--- src/rtl/fifo_buffer.sv ---
// fifo_buffer: single-clock first-word-fall-through FIFO.
//
// Purpose: queues request/snoop opcodes in front of the L1 cache controller.
// The head entry is visible on data_o whenever empty_o is low; a pop in the
// same cycle removes it.
//
// Ports:
//   clk_i       clock, rising edge
//   rst_i       asynchronous active-high reset (clears pointers, count, storage)
//   flush_i     synchronous clear of pointers and count (storage kept)
//   testmode_i  DFT hook, no functional effect
//   data_i      write data
//   push_i      write strobe, ignored while full_o
//   full_o      count == DEPTH
//   pop_i       remove strobe, ignored while empty_o
//   data_o      storage at the read pointer (qualify with empty_o)
//   usage_o     current count (only with FIFO_USAGE_EN defined)
//   empty_o     count == 0
//
// Configuration macro: FIFO_USAGE_EN adds the usage_o port.

module fifo_buffer #(
    parameter int unsigned DATA_WIDTH = 32,
    parameter int unsigned DEPTH      = 8
) (
    input  logic                       clk_i,
    input  logic                       rst_i,
    input  logic                       flush_i,
    input  logic                       testmode_i,
    input  logic [DATA_WIDTH-1:0]      data_i,
    input  logic                       push_i,
    output logic                       full_o,
    input  logic                       pop_i,
    output logic [DATA_WIDTH-1:0]      data_o,
`ifdef FIFO_USAGE_EN
    output logic [$clog2(DEPTH):0]     usage_o,
`endif
    output logic                       empty_o
);

    localparam int unsigned PTR_W = (DEPTH > 1) ? $clog2(DEPTH) : 1;
    localparam int unsigned CNT_W = $clog2(DEPTH) + 1;

    typedef logic [PTR_W-1:0] ptr_t;
    typedef logic [CNT_W-1:0] cnt_t;

    logic [DATA_WIDTH-1:0] mem_q [DEPTH];
    logic [DATA_WIDTH-1:0] mem_d [DEPTH];
    ptr_t                  rp_q, rp_d;
    ptr_t                  wp_q, wp_d;
    cnt_t                  count_q, count_d;
    logic                  push_eff;
    logic                  pop_eff;

    // testmode_i is kept on the boundary for DFT insertion only.
    logic unused_testmode;
    assign unused_testmode = testmode_i;

    // Pointers wrap explicitly so non-power-of-two depths work.
    function automatic ptr_t ptr_inc(input ptr_t p);
        if (p == ptr_t'(DEPTH - 1)) begin
            return '0;
        end
        return p + ptr_t'(1);
    endfunction

    assign full_o  = (count_q == cnt_t'(DEPTH));
    assign empty_o = (count_q == '0);
    assign data_o  = mem_q[rp_q];
`ifdef FIFO_USAGE_EN
    assign usage_o = count_q;
`endif

    // Gates use the registered flags, so a push while full is dropped even if
    // a pop frees a slot at the same edge.
    assign push_eff = push_i & ~full_o;
    assign pop_eff  = pop_i & ~empty_o;

    always_comb begin
        mem_d   = mem_q;
        rp_d    = rp_q;
        wp_d    = wp_q;
        count_d = count_q;
        if (flush_i) begin
            rp_d    = '0;
            wp_d    = '0;
            count_d = '0;
        end else begin
            if (push_eff) begin
                mem_d[wp_q] = data_i;
                wp_d        = ptr_inc(wp_q);
            end
            if (pop_eff) begin
                rp_d = ptr_inc(rp_q);
            end
            if (push_eff && !pop_eff) begin
                count_d = count_q + cnt_t'(1);
            end else if (pop_eff && !push_eff) begin
                count_d = count_q - cnt_t'(1);
            end
        end
    end

    always_ff @(posedge clk_i or posedge rst_i) begin
        if (rst_i) begin
            rp_q    <= '0;
            wp_q    <= '0;
            count_q <= '0;
            for (int i = 0; i < int'(DEPTH); i++) begin
                mem_q[i] <= '0;
            end
        end else begin
            rp_q    <= rp_d;
            wp_q    <= wp_d;
            count_q <= count_d;
            mem_q   <= mem_d;
        end
    end

endmodule

--- config.mk ---
export PLATFORM = sky130hd
export DESIGN_NAME = fifo_buffer
export DESIGN_NICKNAME = d
export VERILOG_FILES = /design/src/rtl/fifo_buffer.sv
export SDC_FILE = /design/constraint.sdc
export NUM_CORES = 1
export LEC_CHECK = 0
export CAP_MARGIN = 0
export CORE_MARGIN = 4
export CORE_UTILIZATION = 60
export CTS_CLUSTER_SIZE = 25
export DETAILED_ROUTE_END_ITERATION = 8
export PLACE_DENSITY = 0.8
export SYNTH_ARGS = -nofsm -noshare
export SYNTH_HDL_FRONTEND = slang
export SYNTH_SLANG_ARGS = --single-unit
--- constraint.sdc ---
create_clock -name clk_i -period 14.5 [get_ports clk_i]
set_input_delay 2.9 -clock clk_i [delete_from_list [all_inputs] [get_ports clk_i]]
set_output_delay 2.9 -clock clk_i [all_outputs]
set_load 0.02 [all_outputs]
==> results of run 1 <==
-- where the power goes --
part	internal, mW	total, mW	switching (mW)
registers	0.922	1.04	0.120
logic	0.480	0.793	0.313
clock network	0.419	0.695	0.276
-- registers in the layout, indices dropped and copies added (netlist names) --
signal,flops
mem_q,256
count_q,4
rp_q,3
wp_q,3
-- kinds of logic after synthesis --
logic type	after synthesis	share of synthesized area
mux	355	0.395
flops	266	0.545
simple gates	33	0.0181
fa+ha+maj	7	0.00778
xor+xnor	2	0.00143
buf+inv	54	0.0241
compound gates	15	0.00891
-- metal layers --
layer / up-vias / wire length (µm)
met2: 110 / 12500
li1: 2877 / -
met3: 39 / 823
met1: 3586 / 10700
met4: 2 / 417
met5: - / 12
-- cell type report --
| type | count | area share |
|---|---|---|
| clock inverter | 8 | 0.00670 |
| multi-input combinational | 412 | 0.377 |
| timing repair buffer | 81 | 0.0559 |
| clock buffer | 42 | 0.0580 |
| inverter | 7 | 0.00241 |
| tap | 265 | 0.0237 |
| sequential | 266 | 0.476 |
-- metrics by stage --
step | setup WS (ns) | util | hold slack (ns) | area (µm²)
after global placement | 8.66 | 0.664 | 0.463 | 13100
after global routing | 7.96 | 0.710 | 0.513 | 14000
final | 8.17 | 0.710 | 0.494 | 14000
after floorplan | 4.27 | - | 0.452 | 12200
after CTS | 8.09 | 0.710 | 0.484 | 14000
after detailed placement | 8.65 | 0.664 | 0.471 | 13100
-- cell usage in the layout, fill, tap and decap left out, types with 3 or more instances in the layout --
cell type / instances
sky130_fd_sc_hd__nor2_1: 6
sky130_fd_sc_hd__clkbuf_1: 7
sky130_fd_sc_hd__mux2_4: 30
sky130_fd_sc_hd__nand2_1: 6
sky130_fd_sc_hd__ha_1: 6
sky130_fd_sc_hd__nand3_1: 3
sky130_fd_sc_hd__mux4_2: 64
sky130_fd_sc_hd__clkdlybuf4s50_1: 70
sky130_fd_sc_hd__clkinv_2: 5
sky130_fd_sc_hd__clkbuf_16: 27
sky130_fd_sc_hd__a21oi_1: 8
sky130_fd_sc_hd__clkbuf_8: 8
sky130_fd_sc_hd__dfrtp_1: 263
sky130_fd_sc_hd__mux2_2: 254
sky130_fd_sc_hd__buf_4: 11
sky130_fd_sc_hd__inv_1: 5
sky130_fd_sc_hd__mux2_1: 4
sky130_fd_sc_hd__mux2i_1: 3
-- worst max-delay path by stage --
stage	end	startpoint
5_1_grt	data_o[10]	rp_q[0]
4_1_cts	data_o[10]	rp_q[0]
2_1_floorplan	count_q[0]	rst_i
3_3_place_gp	data_o[3]	rp_q[0]
3_5_place_dp	data_o[10]	rp_q[0]
6_report	data_o[10]	rp_q[0]
==> results by stage, run 1 <==
Layout:
- The area occupied by multi-input gates is ~5300 µm².
- The area growth from synthesis to layout is 14.6%.
- 0 antenna diodes ended up in the layout.
- Of the cells placed in the final design, the portion with a size suffix greater than 1 is 0.510.
- The count of filler cells inserted in the layout is about 1200.
- The final layout contains 840 nets.
- The finished layout holds between 1000 and 1500 standard cells, fillers aside.
- Summing all flip-flop and latch instances after layout gives roughly 6700 µm².

Hold path:
- The worst min-delay path endpoint is mem_q[160].
- The launch point of the worst hold path is mem_q[160].
- The min-delay analysis places its worst path in the category register to register.
- Counting instances, the worst hold path has a depth of 1.

Route:
- The routed wirelength normalized by instance count is roughly 23 µm.
- The post-detailed-route via-to-cell ratio is just over 6.
- Wires add up to ~24 mm.
- After detailed routing, the number of remaining DRC violations is 0.
- The number of detailed-routing iterations run before antenna repair is 4.
- The DRC marker count from the first detailed-route iteration is about 260.
- The number of routed nets with antenna violations is 0.
- For this block, the via count after detailed routing is roughly 6600.

Synthesis:
- The most common cell in the synthesized netlist is sky130_fd_sc_hd__dfrtp_1.
- The number of standard cells after synthesis is 732.
- The primary flip-flop cell chosen by synthesis mapping is sky130_fd_sc_hd__dfrtp_1.
- The share of synthesized area in the top cell type comes to 0.545.
- The synthesized netlist occupies a cell area of around 12000 µm².
- Yosys mapped a number of flops with a built-in enable equal to 0.
- After synthesis, the cell types taking the most area are sky130_fd_sc_hd__dfrtp_1 54%, sky130_fd_sc_hd__mux2_2 23%, sky130_fd_sc_hd__mux4_2 12%, sky130_fd_sc_hd__mux2_4 3.7%, sky130_fd_sc_hd__buf_2 0.66%.
- Synthesis instantiated 40 different standard cells from the library.
- The commonest cells after synthesis are 266 x sky130_fd_sc_hd__dfrtp_1, 254 x sky130_fd_sc_hd__mux2_2, 64 x sky130_fd_sc_hd__mux4_2, 30 x sky130_fd_sc_hd__mux2_4, 16 x sky130_fd_sc_hd__buf_2.
- The post-synthesis area per instance is ~17 µm².
- After synthesis the netlist holds a flip-flop and latch count of around 270.
- The library cell occupying the most area in the post-synthesis netlist is sky130_fd_sc_hd__dfrtp_1.
- The sequential fraction of the synthesis area is 0.545.
- The number of nets in the synthesized netlist is between 700 and 800.
- After synthesis, the share of flip-flops with an asynchronous set or reset is 1.00.
- During synthesis, Yosys emitted a total of 0 warnings.

Run status:
- The flow ran to the end, and the final reports show no timing, DRC or antenna violations.

Global route:
- The maximum number of pins on one net before global-route repair is about 120.
- In the global route stage, met1 resource usage came out at 0.315.
- The number of global-route vias before repair is 7331.
- For this run, global-route usage on met2 was measured as 0.388.
- For this run the aggregate overflow at the end of global routing stands at 0.
- The met3 demand-to-capacity share in global routing is 0.0331.
- The number of antenna violations at the first check in global routing is 1.
- The busiest layer in global routing is met2.
- The first-pass GRT wire length is about 40 mm.
- The overall global routing resource usage is 0.227.

Clock network:
- The number of buffers added by the clock tree synthesis step is 27.
- Once the clock tree was built, the resizer swapped 0 gates to a different size.
- The number of setup buffers added after CTS is 0.
- The CTS H-tree depth is 1.
- The largest buffer count on any clock path is 3.
- The clock transition at the registers of the reported paths is roughly 0.060 ns.
- The number of hold buffers added after CTS was 0.
- TritonCTS built the clock tree.
- At the later pin of the worst-skew pair, clock insertion delay measures ~0.53 ns.
- The library cell used as clock root buffer is sky130_fd_sc_hd__clkbuf_16.
- CTS saw 266 sinks.

Worst setup path:
- The slowest stage cell on the critical path is sky130_fd_sc_hd__dfrtp_4.
- The number of buffers and inverters on the critical path is 2.
- The kind of start point of the critical path is a register.
- The type of the worst setup path is register to output port.
- STA puts the critical path data required time at 11.60 ns.
- For the worst setup path, the data arrival time is ~3.4 ns.
- The largest stage delay on the critical path is ~0.8 ns.
- The worst setup path is captured at an output port.
- The number of cells on the critical path is 4.
- The endpoint identified for the worst register-to-register timing path is mem_q[39].
- The worst-case register-to-register setup slack is around 12 ns.
- The largest fanout of any net on the critical path is 36.
- The dominant delay contributor by cell family on the critical path is buffers and inverters.
- In this run the critical register-to-register path is launched from count_q[0].
- Traced cell by cell, the critical path runs through buf_4, mux4_2, mux2_2, clkdlybuf4s50_1.
- The number of cells on the worst reg-to-reg path is 6.

Floorplan:
- The initial core utilization is 0.620.
- The floorplan has 51 rows.
- The region available for standard cell placement spans between 15000 and 20000 µm².
- The die width is about 150 µm.
- The height of the die is around 150 µm.
- During I/O placement, the number of pins put on the boundary was 72.
- The die area is about 23000 µm².

STA:
- The pin slew with the least headroom to its limit is about 1.1 ns.
- For this run, the top clock speed supported by timing is 0.158 GHz.
- Setup total negative slack on the finished layout was measured at 0 ns.
- Between clock sinks in the finished design, the worst skew comes to 0.0181 ns.
- The setup violation total in the final timing report is 0.
- Of the available clock period, the critical path in the final layout requires 0.437.
- The worst pin sits at a relative slew slack of 0.259.
- The number of slew-limit violations in the final report is 0.
- The worst path in the final design needs a cycle of around 6.3 ns, including I/O delays and setup.
- Setup repair after global routing left no endpoint under its margin.
- The final count of hold timing violations was 0.

Placement:
- The final estimated routing congestion in global placement is roughly 0.80.
- After legalization and detailed placement, the total HPWL measured around 14 mm.
- The count of port buffers added during placement is 70.
- The number of placed instances, taps included is around 1000.

Pwr:
- The overall power consumption is roughly 2.5 mW.
- The worst supply voltage drop on vdd is 0.126 mV.
- The total power density per cell area is 181 nW/µm².
- The leakage power is approximately 6.4 nW.

Run:
- The tool flagged a number of max-cap violations equal to 0.
Note: power is estimated with default switching activity, not from simulation.
==> run 2: changes to the inputs <==
- clock period: 14.5 -> 5.95 ns (I/O delays scaled with it)
==> results by stage, run 2 (synthesized netlist as in run 1, its figures left out) <==
Route:
- For this block, the routed nets add up to about 25 mm of wire.
- The first detailed-routing pass took 4 iterations.
- After detailed routing, the average wire length per cell comes to around 23 µm.
- In this run, the number of DRC markers left after iteration 0 of detailed routing was 321.
- The remaining routing DRC violations is 0.
- In this run the remaining antenna-violating nets after routing total 0.
- For this block, the via count after detailed routing is between 6000 and 7000.
- The post-detailed-route via-to-cell ratio is roughly 6.

STA:
- The clock arrives with around 0.016 ns of skew.
- Based on the critical path, the design can be clocked at up to between 0.2 and 0.25 GHz.
- The number of slew-limit violations in the final report is 0.
- On the final layout, the worst hold slack is ~0.49 ns.
- The final count of hold timing violations is 0.
- Counting I/O delays and the setup requirement, the final critical path takes approximately 4.5 ns.
- Setup repair after global routing left no endpoint under its margin.
- The pin slew with the least headroom to its limit is ~1.1 ns.
- In the final timing run, aggregate negative setup slack is 0 ns.
- The period utilization is 0.754.
- The tightest slew margin relative to the limit is 0.272.
- Setup violations remaining at the end of the flow were counted as 0.

Clock network:
- The longest clock path from root to sink contains 3 buffers.
- The number of sinks on the clock net is roughly 270.
- The quantity of hold-fixing buffers added after cts is 0.
- After clock tree synthesis, the repair step resized 0 gates.
- The number of setup buffers added after CTS is 0.
- Clock-pin slew was measured on the worst setup and hold paths at ~0.06 ns.
- The number of buffers added by the clock tree synthesis step is 27.
- At the later pin of the worst-skew pair, clock insertion delay measures between 0.5 and 0.6 ns.
- The library cell used as clock root buffer is sky130_fd_sc_hd__clkbuf_16.
- The clock tree from TritonCTS is yes.
- In this run the number of H-tree levels came out at 1.

Floorplan:
- The die width is ~150 µm.
- The die covers approximately 23000 µm².
- The number of I/O pins is 72.
- The die is about 150 µm tall.
- After floorplanning, the core was sized to cover 19700 µm².
- The initial core utilization is 0.620.
- The cell row count is 51.

Global route:
- The first-pass GRT wire length is approximately 40 mm.
- The number of antenna violations at the first check in global routing is 0.
- The maximum number of pins on one net before global-route repair is 165.
- The number of global-route vias before repair is approximately 7400.
- The overall global routing resource usage is 0.233.
- Global routing finished with a remaining overflow of 0.

Pwr:
- For this design the ratio of total power to cell area is approximately 450 nW/µm².
- Across the VDD grid, the largest voltage drop is between 0.2 and 0.3 mV.
- Summed over all cells, the static leakage comes to 6.38 nW.

Layout:
- The register with the most flip-flops in the layout has about 260 of them.
- Of the cells placed in the final design, the portion with a size suffix greater than 1 is 0.518.
- The top cell types in the final layout, fill and taps aside, are 263 x sky130_fd_sc_hd__dfrtp_1, 254 x sky130_fd_sc_hd__mux2_2, 70 x sky130_fd_sc_hd__clkdlybuf4s50_1.
- The most common cell after layout, fill and taps aside is sky130_fd_sc_hd__dfrtp_1.
- The largest registers in the layout are mem_q (256), count_q (4).
- At the end of the flow the core is filled with cells to 0.715.
- The number of diodes is 0.
- After filler insertion, the fill cell instance count of the layout stands at between 1000 and 1500.
- The final layout contains 843 nets.
- The area growth from synthesis to layout is 15.3%.
- The final non-filler cell total is 1083.
- The register name with the most flops is mem_q.

Hold path:
- The path category of the worst min-delay check is register to register.

Worst setup path:
- At the worst endpoint, the required time is around 4.8 ns.
- The worst setup path is captured at an output port.
- The worst endpoint data arrival time is roughly 3.3 ns.
- The worst-case register-to-register setup slack is ~2.8 ns.
- The largest fanout of any net on the critical path is 48.
- The type of the worst setup path is register to output port.
- The kind of start point of the critical path is a register.

Placement:
- The count of port buffers added during placement is 70.
- The final estimated routing congestion in global placement is roughly 0.8.
- The HPWL after detailed placement is 15.0 mm.
- The number of placed instances, taps included, is about 1000.

Run:
- The reported max-cap violation count is 0.

Run status:
- The flow ran to the end, and the final reports show no timing, DRC or antenna violations.
## run 2: layer usage
| layer | track usage | share of wire | vias up |
|---|---|---|---|
| met4 | 0.0490 | 0.018 | 0 |
| met3 | 0.0388 | 0.040 | 38 |
| met5 | 0 | 0 | - |
| met1 | 0.319 | 0.43 | 3565 |
| li1 | - | - | 2885 |
| met2 | 0.399 | 0.51 | 129 |
## run 2: final timing paths
kind,endpoint,startpoint,depth (start not counted)
max,data_o[7],rp_q[0],4
max in group asynchronous,mem_q[111],rst_i,3
min in group asynchronous,mem_q[190],rst_i,2
min reg2reg,mem_q[185],mem_q[185],1
max reg2reg,mem_q[173],count_q[1],6
min,mem_q[185],mem_q[185],1
## run 2: worst max-delay path: stages (launching register included)
cell,delay (ns)
sky130_fd_sc_hd__dfrtp_4,1.02
sky130_fd_sc_hd__buf_4,0.38
sky130_fd_sc_hd__mux4_2,0.54
sky130_fd_sc_hd__mux2_2,0.27
sky130_fd_sc_hd__clkdlybuf4s50_1,0.53
## run 2: final cells by class
cell class | instances | area, µm² | share of cell area
timing repair buffer | 84 | 843 | 0.0598
clock buffer | 34 | 762 | 0.0541
inverter | 7 | 30.0 | 0.00213
clock inverter | 15 | 176 | 0.0125
tap | 265 | 332 | 0.0235
multi-input combinational | 412 | 5280 | 0.375
sequential | 266 | 6670 | 0.473
## run 2: per-stage QoR
stage	setup WS [ns]	total power, mW	cell area [µm²]
3_5_place_dp	1.62	4.55	13200
4_1_cts	1.39	6.32	14100
3_3_place_gp	1.67	4.43	13200
6_report	1.46	6.27	14100
2_1_floorplan	1.25	3.86	12200
5_1_grt	1.29	6.59	14100
## run 2: power by group
group          leakage, nW  internal, mW  switching, mW
sequential            3.50          2.25          0.335
combinational         2.43          1.18          0.753
clock                0.446          1.04          0.714
total                 6.38          4.47           1.80
==> run 3: changes to the inputs <==
- clock period: 5.95 -> 4.3 ns (I/O delays scaled with it)
==> results by stage, run 3 (synthesized netlist as in run 1, its figures left out) <==
Run status:
- The flow ran to the end, and the final reports show no timing, DRC or antenna violations.

Clock network:
- The quantity of hold-fixing buffers added after cts is 0.
- Post-CTS timing repair inserted 0 buffers for setup.
- For the worst-skew pair, the clock arrives at the later sink with an insertion delay of between 0.5 and 0.6 ns.
- The largest buffer count on any clock path is 3.
- In this run the number of H-tree levels came out at 1.
- After clock tree synthesis, the repair step resized 0 gates.
- Clock-pin slew was measured on the worst setup and hold paths at approximately 0.060 ns.
- The library cell used as clock root buffer is sky130_fd_sc_hd__clkbuf_16.
- The number of sinks on the clock net is between 200 and 300.
- The clock tree from TritonCTS is yes.
- Counting the buffers created by CTS gives 27.

Route:
- After detailed routing, the average wire length per cell comes to ~23 µm.
- The total wire length is ~25 mm.
- The total via count in the routed design is between 6000 and 7000.
- Once detail routing completed, the nets flagged for antenna violations numbered 0.
- The post-detailed-route via-to-cell ratio is around 6.
- For this block, the initial DRC count from the detailed router was around 320.
- The first TritonRoute pass finished after 4 iterations.
- For this run, design rule violations remaining after detail routing come to 0.

Worst setup path:
- STA puts the critical path data required time at 3.44 ns.
- The type of the worst setup path is register to output port.
- Setup slack on the worst reg-to-reg path comes out at between 1 and 1.5 ns.
- The start of the worst register-to-register path is count_q[2].
- The number of cells on the worst reg-to-reg path is 7.
- The worst flop-to-flop path endpoint is count_q[3].
- The worst setup path is launched from a register.
- The largest stage delay on the critical path is around 0.70 ns.
- The largest fanout of any net on the critical path is 34.
- The worst setup path is captured at an output port.
- The critical path goes through buf_12, mux4_2, mux2_2, clkdlybuf4s50_1.
- The slowest stage cell on the critical path is sky130_fd_sc_hd__dfrtp_4.
- The worst endpoint data arrival time is ~3.0 ns.

Hold path:
- The worst hold path begins at mem_q[185].
- The worst hold path belongs to the class register to register.
- For hold timing, the worst endpoint is mem_q[185].
- Counting instances, the worst hold path has a depth of 1.

STA:
- Dividing the final minimum period by the clock period gives 0.890.
- Once routing completed, OpenROAD measured the worst setup slack at 0.473 ns.
- For the pin with the worst max-slew slack, the measured transition is roughly 1.1 ns.
- The worst pin sits at a relative slew slack of 0.268.
- The number of slew-limit violations in the final report is 0.
- For this run, the top clock speed supported by timing is between 0.2 and 0.3 GHz.
- The final count of hold timing violations came to 0.
- The worst-case clock skew is slightly below 0.007 ns.
- On the final layout, the worst hold slack is a little under 0.5 ns.
- Setup repair after global routing left no endpoint under its margin.
- Subtracting the final worst setup slack from the clock period gives 3.83 ns.
- Summed over all failing endpoints, the final setup total negative slack is 0 ns.
- The setup violation total in the final timing report is 0.

Placement:
- The HPWL after detailed placement is around 15 mm.
- OpenSTA, run right after detailed placement, puts the worst setup slack at 0.709 ns.
- The number of placed instances, taps included is between 1000 and 1500.
- The final estimated routing congestion in global placement is roughly 0.74.
- During placement, the flow inserted port buffers numbering 70.

Layout:
- The register name with the most flops is mem_q.
- The number of diodes is 0.
- The net count of the finished layout is 849.
- The flip-flop count of the largest register, all copies and words added is about 260.
- In the layout the commonest cells are 263 x sky130_fd_sc_hd__dfrtp_1, 254 x sky130_fd_sc_hd__mux2_2, 70 x sky130_fd_sc_hd__clkdlybuf4s50_1.
- From synthesis to final layout, the design area changed by 15.5%.
- The largest registers in the layout are mem_q (256), count_q (4).
- Once layout is complete, the cells apart from fillers number approximately 1100.
- The fraction of final layout cells with drive strength greater than 1 is 0.512.
- The library cell used most frequently in the layout, excluding fill and tap cells, is sky130_fd_sc_hd__dfrtp_1.

Pwr:
- The worst supply voltage drop on vdd is roughly 0.40 mV.
- The completed layout was analyzed and its total power is roughly 8.6 mW.
- In this run the power density over the cells is 610 nW/µm².
- Summed over all cells, the static leakage comes to 6.41 nW.

Floorplan:
- The number of I/O pins is between 70 and 80.
- The height of the die is roughly 150 µm.
- The core area is ~20000 µm².
- The die area is approximately 23000 µm².
- The cell row count is around 50.
- The die width is 151 µm.
- The initial utilization of the core area, before any placement, comes to 0.620.

Global route:
- Entering global routing, the biggest net connects approximately 160 pins.
- The final global-route overflow total is 0.
- The overall global routing resource usage is 0.229.
- The number of antenna violations at the first check in global routing was 0.
- The first-pass GRT wire length is 40.5 mm.
- The number of global-route vias before repair was 7435.

Run:
- Across the run, the number of max-cap violations was 0.
[run 3: power breakdown]
part / total, mW / switching, mW / internal (mW)
logic: 2.74 / 1.10 / 1.64
registers: 3.50 / 0.394 / 3.11
clock network: 2.36 / 0.918 / 1.45
[run 3: worst max-delay path by stage]
| stage | startpoint | to | cells past startpoint |
|---|---|---|---|
| after global routing | rp_q[0] | data_o[10] | 4 |
| after floorplan | rst_i | count_q[0] | 1 |
| after CTS | rp_q[0] | data_o[10] | 4 |
| after detailed placement | push_i | mem_q[171] | 6 |
| after global placement | push_i | mem_q[178] | 6 |
| final | rp_q[0] | data_o[10] | 4 |
[run 3: per-stage QoR]
| step | utilization | cell area [µm²] |
|---|---|---|
| after global routing | 0.716 | 14100 |
| final | 0.716 | 14100 |
| after detailed placement | 0.671 | 13200 |
| after CTS | 0.716 | 14100 |
| after global placement | 0.671 | 13200 |
| after floorplan | - | 12200 |
[run 3: layout make-up]
cell class              count  area (µm²)
fillers                  1196        5600
multi-input cells         412        5280
clock inverters             9         145
clock buffers              39         751
repair buffers             90         913
well taps                 265         332
inverters                   7        30.0
flip-flops and latches    266        6670
[run 3: worst max-delay path, delay by kind of cell (launching register included)]
kind	cells	cell delay [ns]
multiplexers	2	0.85
flip-flops	1	0.70
buffers and inverters	2	0.88
[run 3: metal layers]
| layer | track usage | part of all wire | up-vias |
|---|---|---|---|
| met5 | 0 | 0 | - |
| met4 | 0.0462 | 0.018 | 0 |
| met3 | 0.0328 | 0.039 | 35 |
| met2 | 0.389 | 0.51 | 119 |
| met1 | 0.321 | 0.43 | 3584 |
| li1 | - | - | 2894 |
